[src/rtl/snu_board_pkg.sv]
// Shared definitions for the SNU_Board switch input stage.
// Optional feature macro used by the files that import this package:
// SNU_SW_TOGGLE_EN (adds latched toggle outputs).
package snu_board_pkg;

   // Number of switch channels feeding SW1..SW6
   localparam int N_SW           = 6;

   // Default stability counter width and acceptance threshold (1 ms at 50 MHz)
   localparam int CNT_W_DEF      = 16;
   localparam int STABLE_CNT_DEF = 50000;

   // Per-channel debounce state: IDLE while synchronised level matches the
   // debounced level, COUNT while a differing level is being timed
   typedef enum logic {
      IDLE  = 1'b0,
      COUNT = 1'b1
   } ch_state_e;

endpackage

[src/rtl/snu_debounce_ch.sv]
// One switch channel: two-flop synchroniser, stability counter FSM,
// registered rise/fall pulses and, with SNU_SW_TOGGLE_EN defined, a toggle
// bit that flips on the edge that clears each rise pulse.
module snu_debounce_ch
   import snu_board_pkg::*;
#(
   parameter int CNT_W      = CNT_W_DEF,
   parameter int STABLE_CNT = STABLE_CNT_DEF
) (
   input  logic clk,
   input  logic rst,
   input  logic sw_raw,
   output logic sw_db,
   output logic sw_rise,
   output logic sw_fall
`ifdef SNU_SW_TOGGLE_EN
   ,
   output logic sw_tgl
`endif
);

   // Last counter value before a differing level is accepted
   localparam logic [CNT_W-1:0] CNT_LAST = CNT_W'(STABLE_CNT - 1);
   localparam logic [CNT_W-1:0] CNT_ZERO = {CNT_W{1'b0}};
   localparam logic [CNT_W-1:0] CNT_ONE  = CNT_W'(1);

   logic             sync1_r;
   logic             sync2_r;
   logic [CNT_W-1:0] cnt_r;
   ch_state_e        state_r;
   logic             db_r;
   logic             rise_r;
   logic             fall_r;
   logic             differ_s;
   logic             at_last_s;

   assign differ_s  = sync2_r ^ db_r;
   assign at_last_s = (cnt_r == CNT_LAST);

   // Bring the asynchronous raw level into the clock domain
   always_ff @(posedge clk) begin
      if (rst) begin
         sync1_r <= 1'b0;
         sync2_r <= 1'b0;
      end else begin
         sync1_r <= sw_raw;
         sync2_r <= sync1_r;
      end
   end

   // Debounce FSM: time a differing level, accept it after STABLE_CNT edges
   always_ff @(posedge clk) begin
      if (rst) begin
         state_r <= IDLE;
         cnt_r   <= CNT_ZERO;
         db_r    <= 1'b0;
         rise_r  <= 1'b0;
         fall_r  <= 1'b0;
      end else begin
         rise_r <= 1'b0;
         fall_r <= 1'b0;
         case (state_r)
            IDLE: begin
               if (differ_s) begin
                  if (at_last_s) begin
                     // Threshold of one: accept immediately
                     db_r    <= sync2_r;
                     rise_r  <= sync2_r;
                     fall_r  <= ~sync2_r;
                     cnt_r   <= CNT_ZERO;
                     state_r <= IDLE;
                  end else begin
                     cnt_r   <= cnt_r + CNT_ONE;
                     state_r <= COUNT;
                  end
               end else begin
                  cnt_r   <= CNT_ZERO;
                  state_r <= IDLE;
               end
            end
            COUNT: begin
               if (!differ_s) begin
                  // Bounced back to the debounced level: restart
                  cnt_r   <= CNT_ZERO;
                  state_r <= IDLE;
               end else if (at_last_s) begin
                  db_r    <= sync2_r;
                  rise_r  <= sync2_r;
                  fall_r  <= ~sync2_r;
                  cnt_r   <= CNT_ZERO;
                  state_r <= IDLE;
               end else begin
                  cnt_r   <= cnt_r + CNT_ONE;
                  state_r <= COUNT;
               end
            end
            default: begin
               cnt_r   <= CNT_ZERO;
               state_r <= IDLE;
            end
         endcase
      end
   end

   assign sw_db   = db_r;
   assign sw_rise = rise_r;
   assign sw_fall = fall_r;

`ifdef SNU_SW_TOGGLE_EN
   logic tgl_r;

   // Latch push-button presses: flip on the edge that clears each rise pulse
   always_ff @(posedge clk) begin
      if (rst) begin
         tgl_r <= 1'b0;
      end else begin
         tgl_r <= tgl_r ^ rise_r;
      end
   end

   assign sw_tgl = tgl_r;
`endif

endmodule

[src/rtl/snu_switch_debounce.sv]
// SNU_Board switch input stage: N_SW independent debounce channels whose
// debounced levels drive SW1..SW6 (SW_DB[5] = SW1). SW_CHANGED flags any
// rise or fall pulse in the current cycle.
// Optional feature: define SNU_SW_TOGGLE_EN to add the SW_TGL outputs.
module snu_switch_debounce
   import snu_board_pkg::*;
#(
   parameter int CNT_W      = CNT_W_DEF,
   parameter int STABLE_CNT = STABLE_CNT_DEF
) (
   input  logic            CLK,
   input  logic            RST,
   input  logic [N_SW-1:0] SW_RAW,
   output logic [N_SW-1:0] SW_DB,
   output logic [N_SW-1:0] SW_RISE,
   output logic [N_SW-1:0] SW_FALL,
`ifdef SNU_SW_TOGGLE_EN
   output logic [N_SW-1:0] SW_TGL,
`endif
   output logic            SW_CHANGED
);

   genvar gi;
   generate
      for (gi = 0; gi < N_SW; gi++) begin : g_ch
         snu_debounce_ch #(
            .CNT_W      (CNT_W),
            .STABLE_CNT (STABLE_CNT)
         ) u_ch (
            .clk     (CLK),
            .rst     (RST),
            .sw_raw  (SW_RAW[gi]),
            .sw_db   (SW_DB[gi]),
            .sw_rise (SW_RISE[gi]),
`ifdef SNU_SW_TOGGLE_EN
            .sw_tgl  (SW_TGL[gi]),
`endif
            .sw_fall (SW_FALL[gi])
         );
      end
   endgenerate

   // Pulses are already registered, so the OR is clean in the same cycle
   assign SW_CHANGED = (|SW_RISE) | (|SW_FALL);

endmodule

[config.mk]
export PLATFORM = sky130hd
export DESIGN_NAME = snu_switch_debounce
export DESIGN_NICKNAME = d
export VERILOG_FILES = /design/src/rtl/snu_board_pkg.sv /design/src/rtl/snu_debounce_ch.sv /design/src/rtl/snu_switch_debounce.sv
export SDC_FILE = /design/constraint.sdc
export NUM_CORES = 1
export LEC_CHECK = 0
export BUFFER_PORTS_ARGS = -buffer_cell sky130_fd_sc_hd__buf_4
export CORE_MARGIN = 2
export CORE_UTILIZATION = 47
export DETAILED_ROUTE_END_ITERATION = 8
export SETUP_SLACK_MARGIN = 0.3
export SLEW_MARGIN = 20
export SYNTH_ARGS = -nofsm -noshare
export SYNTH_HDL_FRONTEND = slang
export SYNTH_HIERARCHICAL = 1
export SYNTH_SLANG_ARGS = --single-unit
[constraint.sdc]
create_clock -name CLK -period 5.2 [get_ports CLK]
set_input_delay 1.04 -clock CLK [delete_from_list [all_inputs] [get_ports CLK]]
set_output_delay 1.04 -clock CLK [all_outputs]
set_load 0.005 [all_outputs]
# [Yosys cells after proc, flatten, opt, wreduce, memory -nomap -nowiden]
# Index checks and enable logic that the tools add are counted.
# W data, S select, Z words.
[totals] register_bits=126 output_inout_bits=19
[classes] addsub=6 n_eq_ne=6 mux=12 n_bitwise=25 reduce_logical=20
[ops] cell="$add A16 B1 Y16 const B" n=6
[ops] cell="$eq A16 B16 Y1 const B" n=6
[ops] cell="$reduce_or A3 Y1" n=12
[ops] cell="$not A1 Y1" n=18
[ops] cell="$mux W1" n=12
[ops] cell="$reduce_and A2 Y1" n=6
[ops] cell="$reduce_or A6 Y1" n=2
[ops] cell="$xor A1 B1 Y1" n=6
[ops] cell="$or A1 B1 Y1" n=1

# [Longest topological paths before layout]
# Gate-level depths: netlist of the first run.
[logic_depth] word_depth=3 ltp_mapped=6

# [Modules after synthesis]
# The synthesis of the first run kept the hierarchy.
[by_module_without_submodules] module="snu_debounce_ch at g_ch[0].u_ch ..." n_inst=4 cells_each=92 area_per_inst_um2=885.8
[by_module_without_submodules] module="snu_debounce_ch at g_ch[5].u_ch" n_inst=1 cells_each=99 area_per_inst_um2=888.4
[by_module_without_submodules] module="snu_debounce_ch at g_ch[4].u_ch" n_inst=1 cells_each=93 area_per_inst_um2=880.8
[by_module_without_submodules] module="snu_switch_debounce" n_inst=1 cells_each=4 area_per_inst_um2=23.8

# [Least setup slack after synthesis of the first run]
# Ideal clock, no wire load.
[synth_path] path_type="reg-to-reg" startpoint="reg g_ch[4].u_ch.cnt_r[0]" endpoint="reg g_ch[4].u_ch.cnt_r[1]" setup_ns=0.116 arrival_time_ns=1.935 required_ns=5.084 path_slack_ns=3.149 path_stages_with_launch=6 path_buffers=0 path_cell_list="dfxtp_1 ha_1 nand3_1 or4_4 or4_4 and3_2"
[synth_via] elab_chain_len=2
[synth_lines] item="from (decl)" line="snu_debounce_ch.sv:29" text="logic [CNT_W-1:0] cnt_r;"
[synth_lines] item="from (signal assigned)" line="snu_debounce_ch.sv:73" text="cnt_r <= cnt_r + CNT_ONE;"
[synth_lines] item="from (signal assigned)" line="snu_debounce_ch.sv:93" text="cnt_r <= cnt_r + CNT_ONE;"
[synth_lines] item="parallel branches: the longest is 2 deep, another holds $add A16 B1 Y16"
# Parallel ways; which one is timed is not known.
# A chain may end at the register's enable or synchronous reset.

# [Worst setup path in the final report of the first run]
[layout_path] startpoint="reg g_ch[1].u_ch.rise_r" endpoint="out SW_CHANGED"
[layout_via] elab_chain_len=2
[layout_lines] item="from (decl)" line="snu_debounce_ch.sv:32" text="logic rise_r;"
[layout_lines] item="from (signal assigned)" line="snu_debounce_ch.sv:68" text="rise_r <= sync2_r;"
[layout_lines] item="from (signal assigned)" line="snu_debounce_ch.sv:88" text="rise_r <= sync2_r;"
[layout_lines] item="$reduce_or A6 Y1" line="snu_switch_debounce.sv:44" text="assign SW_CHANGED = (|SW_RISE) | (|SW_FALL);"
[layout_lines] item="$or A1 B1 Y1" line="snu_switch_debounce.sv:44"
[layout_lines] item="to (decl)" line="snu_switch_debounce.sv:20" text="output logic SW_CHANGED"
# Every way passes these cells.

==> results of run 1 <==
==> worst reg2reg max path, stage by stage (launching register included) <==
cell	delay, ns
dfxtp_1	0.38
ha_1	0.21
nand3_1	0.25
or4_4	0.61
o41ai_4	0.65
nor2_1	0.12
==> registers in the layout (all words and copies together), names as in the netlist <==
| signal | cells |
|---|---|
| g_ch.u_ch/sync2_r | 6 |
| g_ch.u_ch/sw_db | 6 |
| g_ch.u_ch/sync1_r | 6 |
| g_ch.u_ch/sw_fall | 6 |
| g_ch.u_ch/cnt_r | 96 |
| g_ch.u_ch/sw_rise | 6 |
==> Yosys cell counts, drive strengths merged, types with 6 or more instances <==
cell type and instances:
a21oi 15, and3 10, dfxtp 126, ha 6, inv 10, nand2 31, nand2b 7, nand3 38
nand4 15, nor2 91, nor2b 12, nor3 24, nor4 21, nor4b 12, nor4bb 8, o21ai 10
or3 13, or4 8, xnor2 65, xor2 11
==> routing by layer <==
metal | vias to the layer above | global-route usage (%) | wire length [um]
met5 | - | 0 | 0
met4 | 0 | 6.17 | 88
met3 | 7 | 6.42 | 384
met2 | 48 | 27.4 | 4580
met1 | 1786 | 22.0 | 4910
li1 | 2064 | - | -
==> metrics by stage <==
step                      power (mW)  util (%)  hold WS (ns)  instance area, um^2
after CTS                       2.21      57.3         0.443                 6270
after floorplan                 1.01         -         0.414                 5340
final                           2.17      57.3         0.438                 6270
after detailed placement        1.02      51.8         0.427                 5670
after global placement          1.02      51.8         0.416                 5670
after global routing            2.25      57.3         0.449                 6270
==> final cells by class <==
class	instances	area share [%]
inverter	10	0.599
clock buffer	20	7.29
timing repair buffer	26	3.11
sequential	126	40.2
clock inverter	11	2.26
multi-input combinational	421	43.7
tap	140	2.79
==> kinds of logic (layout without fill, tap and decap cells) <==
| logic type | Yosys count | count (layout) | synth area share, % |
|---|---|---|---|
| simple gates | 304 | 304 | 32.9 |
| flops | 126 | 126 | 47.3 |
| xor+xnor | 76 | 76 | 12.5 |
| compound gates | 30 | 30 | 3.63 |
| buf+inv | 17 | 67 | 1.41 |
| fa+ha+maj | 6 | 6 | 1.41 |
| mux | 5 | 5 | 0.938 |
==> worst min path at each step <==
| stage | start | endpoint | slack, ns |
|---|---|---|---|
| after floorplan | g_ch[0].u_ch/sync1_r | g_ch[0].u_ch/sync2_r | 0.41 |
| after global placement | g_ch[3].u_ch/sync1_r | g_ch[3].u_ch/sync2_r | 0.42 |
| after detailed placement | g_ch[2].u_ch/sync1_r | g_ch[2].u_ch/sync2_r | 0.43 |
| after CTS | g_ch[4].u_ch/sync1_r | g_ch[4].u_ch/sync2_r | 0.44 |
| after global routing | g_ch[2].u_ch/sync1_r | g_ch[2].u_ch/sync2_r | 0.45 |
| final | g_ch[4].u_ch/sync1_r | g_ch[4].u_ch/sync2_r | 0.44 |
==> power groups by stage <==
stage | registers (mW) | logic, mW | clock network [mW]
after global placement | 0.996 | 0.0222 | 0
final | 0.976 | 0.0221 | 1.17
after floorplan | 0.995 | 0.0124 | 0
after CTS | 0.975 | 0.0227 | 1.21
after global routing | 0.976 | 0.0249 | 1.25
after detailed placement | 0.996 | 0.0226 | 0
==> impl_results.md, run 1 <==
- Pleak: 1.94 nW
- Clock slew at reported path FFs: 0.05 ns
- Layout Skew: 0.00798 ns
- Gpl congestion: 0.783
- Clk buf depth: 2
- PD cells: 346 nW/um^2
- Leading area contributor after synthesis: dfxtp_1
- Arr. time, crit path: 1.35 ns
- Vias in the first global route: 3802
- Final #Nets: 616
- Crit path capture: SW_CHANGED
- Syn_nets: 578
- Flop pwr share: 44.9%
- Starting density of the core: 48.8%
- Worst Tran Pin Value: 0.778 ns
- Vias after detailed routing: 3905
- CP Cell Sequence: nor4_1 > nand3_1 > buf_4
- Most frequent cells in the layout: dfxtp_1, nor2_1, xnor2_1, nand3_1, nand2_1
- Post-Syn Instances: 564
- Netlist cell types: 37
- CTS Buf Count: 17
- Highest fanout seen on the critical path: 2
- Synth top area cells: dfxtp_1, xnor2_1, nor2_1, nand3_1, nand3_4
- Flop and latch count out of synthesis: 126
- Status: completed
- Sequential element share of the synthesized area: 47.3%
- Core footprint: 10900 um^2
- Post-Place Cells: 723
- Combinational share of power: 1.0%
- DR iter-0 viols: 225
- Top cell type's share of synthesized area: 47.3%
- First-pass GRT wire length: 17400 um
- Commonest non-fill, non-tap cell in the layout: dfxtp_1
- Cts-stage hold buffer count: 0
- Diodes inserted: 0
- Unrepaired setup endpoints after global routing: false
- Peak VDD IR: 230 uV
- Initial antenna violation count: 0
- Routed Antenna Nets: 0
- FF/Latch Area: 2520 um^2
- Io pins: 27
- Max-slew headroom at the worst pin: 47.9%
- # resized after CTS: 0
- Critical path required time: 4.16 ns
- Final setup viols: 0
- Critical R2R Launch: g_ch[4].u_ch/cnt_r[0]
- Final global-route overflow total: 0
- Worst r2r dst: g_ch[4].u_ch/cnt_r[15]
- Setup WS post-layout: 2.81 ns
- H-tree levels: 4
- P_int: 1.75 mW
- Cell class contributing the biggest share of worst-path delay: simple AND/OR/NAND/NOR gates
- Crit path from: g_ch[1].u_ch/sw_rise
- Synthesized area: 5340 um^2
- Core Rows: 38
- # clock sinks: 126
- Crit path buf inv count: 1
- Pins Over Slew Limit: 0
- Die width: 111 um
- Final worst path period need: 2.39 ns
- Die Ht: 111 um
- Area of the multi-input gates: 2740 um^2
- Fmax: 0.418 GHz
- Switching share of power: 19.2%
- Clk_lat worst skew: 0.41 ns
- Number of synthesized flops with an enable pin: 0
- Asr flop ratio synth: 0%
- Vias/cell: 5.18
- Critical path capture point type: output port
- YS warnings: 6
- DRT Wirelength: 9960 um
- Final setup TNS: 0 ns
- Power share of the clock group: 54.0%
- Wirelength per Cell: 13.2 um
- Post-route DRC violation count: 0
- CTS tree: yes
- Router iterations before antenna repair: 5
- Largest net degree at the start of global routing: 42
- Switching Power: 0.418 mW
- Top_reg_cell synth: dfxtp_1
- Final std cells w/o fill: 754
- Hold Violations, Final: 0
- IO buf count: 26
- Area Overhead vs Synth: 17.4%
- Hold path depth: 1
- Startpoint Class: register
- Root Driver: clkbuf_16
- Min-Delay Path Class: register to register
- Post-DP HPWL: 6860 um
- Period utilisation layout: 46.0%
- Fill cell count: 974
- Max Cap Viol: 0
- Share of cells above drive strength 1: 12.9%
- CP max stage delay: 0.32 ns
- Reg-to-reg slack, setup: 2.84 ns
- Reg2reg path depth: 5
- Setup Buffers After CTS: 0
- Slowest library cell on the worst path: dfxtp_1
- Mean Syn Cell Area: 9.46 um^2
- Critical Path Stages: 3
- Worst Setup Slack post-DPL: 2.81 ns
- Setup CP Type: register to output port
- Gr usage total: 17.4%
- Total die area: 12200 um^2
(Power assumes the default switching activity.)
==> run 2, diff against run 1 <==
--- a/config.mk
+++ b/config.mk
@@ -5,10 +5,12 @@
 export SDC_FILE = /design/constraint.sdc
 export NUM_CORES = 1
 export LEC_CHECK = 0
+export ABC_AREA = 1
 export BUFFER_PORTS_ARGS = -buffer_cell sky130_fd_sc_hd__buf_4
 export CORE_MARGIN = 2
 export CORE_UTILIZATION = 47
 export DETAILED_ROUTE_END_ITERATION = 8
+export PLACE_DENSITY = 0.66
 export SETUP_SLACK_MARGIN = 0.3
 export SLEW_MARGIN = 20
 export SYNTH_ARGS = -nofsm -noshare
==> constraint.sdc (replaced) <==
create_clock -name CLK -period 2 [get_ports CLK]
set_input_delay 0.4 -clock CLK [delete_from_list [all_inputs] [get_ports CLK]]
set_output_delay 0.4 -clock CLK [all_outputs]
set_load 0.005 [all_outputs]
==> impl_results.md, run 2 <==
- Largest net degree at the start of global routing: 30 (was 42)
- First-pass GRT wire length: 20400 um (was 17400 um)
- Core Rows: 42 (was 38)
- Diodes inserted: 0 (unchanged)
- Mean Syn Cell Area: 7.41 um^2 (was 9.46 um^2)
- Initial antenna violation count: 0 (unchanged)
- Die width: 120 um (was 111 um)
- Max Cap Viol: 0 (unchanged)
- Fmax: 0.587 GHz
- Core Util, Final: 55.2% (was 57.3%)
- Core footprint: 13100 um^2 (was 10900 um^2)
- CTS Buf Count: 17 (unchanged)
- Most frequent cells in the layout: nand2_1, nor2_1, dfxtp_1, inv_1, nor2_2 (was dfxtp_1, nor2_1, xnor2_1, nand3_1, nand2_1)
- Final global-route overflow total: 0 (unchanged)
- CTS tree: yes (unchanged)
- Final setup TNS: 0 ns (unchanged)
- Vias after detailed routing: 4963 (was 3905)
- Number of synthesized flops with an enable pin: 0 (unchanged)
- Slowest library cell on the worst path: dfxtp_2 (was dfxtp_1)
- Synth top area cells: dfxtp_1, nand2_1, nor2_2, nor2_1, inv_1 (was dfxtp_1, xnor2_1, nor2_1, nand3_1, nand3_4)
- Io pins: 27 (unchanged)
- IO buf count: 26 (unchanged)
- Critical path required time: 1.60 ns (was 4.16 ns)
- Pins Over Slew Limit: 0 (unchanged)
- Startpoint Class: register (unchanged)
- Layout Skew: 0.0134 ns (was 0.00798 ns)
- Met2 GRT Util: 27.7% (was 27.4%)
- Unrepaired setup endpoints after global routing: true (was false)
- Setup CP Type: register to output port (unchanged)
- Sequential element share of the synthesized area: 40.1% (was 47.3%)
- Highest fanout seen on the critical path: 2 (unchanged)
- Post-Synth Simple-Gate Area: 41.3% (was 32.9%)
- Routed Antenna Nets: 0 (unchanged)
- Hold Violations, Final: 0 (unchanged)
- Commonest non-fill, non-tap cell in the layout: nand2_1 (was dfxtp_1)
- Post-synthesis mux area share: 0% (was 0.938%)
- Period utilisation layout: 85.2%
- Netlist cell types: 27 (was 37)
- Flop and latch count out of synthesis: 126 (unchanged)
- Gpl congestion: 0.799 (was 0.783)
- Clock slew at reported path FFs: 0.05 ns (about the same)
- Status: completed (unchanged)
- Vias/cell: 4.60 (was 5.18)
- Wirelength per Cell: 10.5 um (was 13.2 um)
- Peak VDD IR: 559 uV (was 230 uV)
- Final #Nets: 903 (was 616)
- YS warnings: 6 (unchanged)
- Max-slew headroom at the worst pin: 78.3% (was 47.9%)
- XOR/XNOR share of the synthesized area: 6.54% (was 12.5%)
- Main combinational cell family by area after synthesis: simple AND/OR/NAND/NOR gates (unchanged)
- Die Ht: 120 um (was 111 um)
- Final setup viols: 0 (unchanged)
- Min-Delay Path Class: input pin to register (was register to register)
- Leading area contributor after synthesis: dfxtp_1 (unchanged)
- Total die area: 14300 um^2 (was 12200 um^2)
- Hold path depth: 3 (was 1)
- CP max stage delay: 0.31 ns (was 0.32 ns)
- # clock sinks: 126 (unchanged)
- Root Driver: clkbuf_16 (unchanged)
- Most Crowded Layer GR: met2 (unchanged)
- Pleak: 2.49 nW (was 1.94 nW)
- Count leader, synth: nand2_1 (was dfxtp_1)
- Router iterations before antenna repair: 4 (was 5)
- CP Cell Sequence: or2_4 > nor2_1 > nand2_1 > buf_4 (was nor4_1 > nand3_1 > buf_4)
- Arr. time, crit path: 1.30 ns (was 1.35 ns)
- Share of cells above drive strength 1: 21.1% (was 12.9%)
- Critical Path Stages: 4 (was 3)
- Post-DP HPWL: 8110 um (was 6860 um)
- Area Overhead vs Synth: 15.2% (was 17.4%)
- Top_reg_cell synth: dfxtp_1 (unchanged)
- DRT Wirelength: 11300 um (was 9960 um)
- PD cells: 814 nW/um^2 (was 346 nW/um^2)
- GR Layer Usage met3: 4.80% (was 6.42%)
- Clk buf depth: 2 (unchanged)
- Top cell type's share of synthesized area: 40.1% (was 47.3%)
- Crit path buf inv count: 1 (unchanged)
- Post-route DRC violation count: 0 (unchanged)
- Clk_lat worst skew: 0.42 ns (was 0.41 ns)
- Synth Area in Adders: 1.19% (was 1.41%)
- DR iter-0 viols: 329 (was 225)
- Final worst path period need: 1.70 ns
- Synthesized area: 6290 um^2 (was 5340 um^2)
- Largest register FFs: 96 (unchanged)
- Asr flop ratio synth: 0% (unchanged)
- Starting density of the core: 47.9% (was 48.8%)
- Post-Syn Instances: 849 (was 564)
- Met1 GRT Util: 22.7% (was 22.0%)
- Gr usage total: 17.5% (was 17.4%)
- Top reg by flops: g_ch.u_ch/cnt_r (unchanged)
- Synth Area in Compound Gates: 2.74% (was 3.63%)
- Vias in the first global route: 4647 (was 3802)
- Syn_nets: 863 (was 578)
- Critical path capture point type: output port (unchanged)
- Worst Tran Pin Value: 0.324 ns (was 0.778 ns)
- Cell class contributing the biggest share of worst-path delay: simple AND/OR/NAND/NOR gates (unchanged)
- H-tree levels: 4 (unchanged)
- Reg2reg path depth: 6 (was 5)
- Post-synth top cells: nand2_1, dfxtp_1, nor2_1, inv_1, nor2_2 (was dfxtp_1, nor2_1, xnor2_1, nand3_1, nand2_1)
[run 2: cell count changes in the layout (fill, tap and decap cells not counted), moves of 13 or more]
| cell | before | now |
|---|---|---|
| nor4_1 | 21 | 0 |
| xnor2_1 | 65 | 14 |
| nand2_1 | 27 | 201 |
| inv_1 | 10 | 100 |
| nor2_4 | 0 | 14 |
| nor2_2 | 0 | 76 |
| nand3_1 | 30 | 44 |
| xor2_1 | 11 | 33 |
| nand4_1 | 15 | 28 |
| nor2_1 | 91 | 124 |
| nor3_1 | 24 | 5 |
[run 2: worst paths after layout]
kind	start	endpoint	slack (ns)
worst max register to register	g_ch[3].u_ch/cnt_r[0]	g_ch[3].u_ch/cnt_r[7]	0.58
worst min-delay path	SW_RAW[4]	g_ch[4].u_ch/sync1_r	0.17
worst min register to register	g_ch[1].u_ch/sync1_r	g_ch[1].u_ch/sync2_r	0.41
worst max-delay path	g_ch[4].u_ch/sw_fall	SW_CHANGED	0.30
[run 2: stage by stage]
stage | power, mW | hold slack, ns | setup slack [ns] | cells | instance area (um^2)
3_3_place_gp | 2.66 | 0.390 | 0.627 | 1045 | 6600
6_report | 5.90 | 0.172 | 0.296 | 1078 | 7250
2_1_floorplan | 2.64 | 0.388 | 0.686 | 849 | 6290
5_1_grt | 6.10 | 0.202 | 0.264 | 1078 | 7250
3_5_place_dp | 2.66 | 0.398 | 0.577 | 1045 | 6600
4_1_cts | 5.98 | 0.161 | 0.272 | 1077 | 7240
[run 2: logic make-up after synthesis]
family / count (synthesis)
adders and majority gates: 6
xor gates and xnor gates: 47
and+or+nand+nor: 527
AOI/OAI and AO/OA: 31
buffers and inverters: 112
DFF: 126
[run 2: per-layer routing]
layer	routed length (um)	up-vias	share of wire [%]
li1	-	2703	-
met1	5640	2193	50
met2	5100	54	45
met3	380	13	3.4
met4	179	0	1.6
met5	0	-	0
[run 2: layout make-up]
class                      instances  area [um^2]
tap                              176          220
clock buffer                      22          484
multi-input combinational        611         3260
sequential                       126         2520
inverter                         106          398
timing repair buffer              27          203
clock inverter                    10          159
fill                            1271         5880
[run 2: worst register-to-register path, stage by stage, from the launching register on]
cell and delay [ns]:
dfxtp_1 0.39, ha_1 0.26, nand3_4 0.13, nor2_4 0.15, nand2_2 0.07, nand2_4 0.21
nor2_1 0.08
[run 2: power by group]
group | switching (mW) | internal [mW]
Clock | 1.09 | 2.21
Combinational | 0.0493 | 0.0222
Sequential | 0.00880 | 2.53
[run 2: timing repair]
| item | in CTS | in global routing |
|---|---|---|
| resized for setup | 3 | 1 |
| setup endpoints to repair | 1 | 1 |
| hold buffers | 0 | 0 |
| pin swaps | 3 | 2 |
| setup buffers | 0 | 1 |
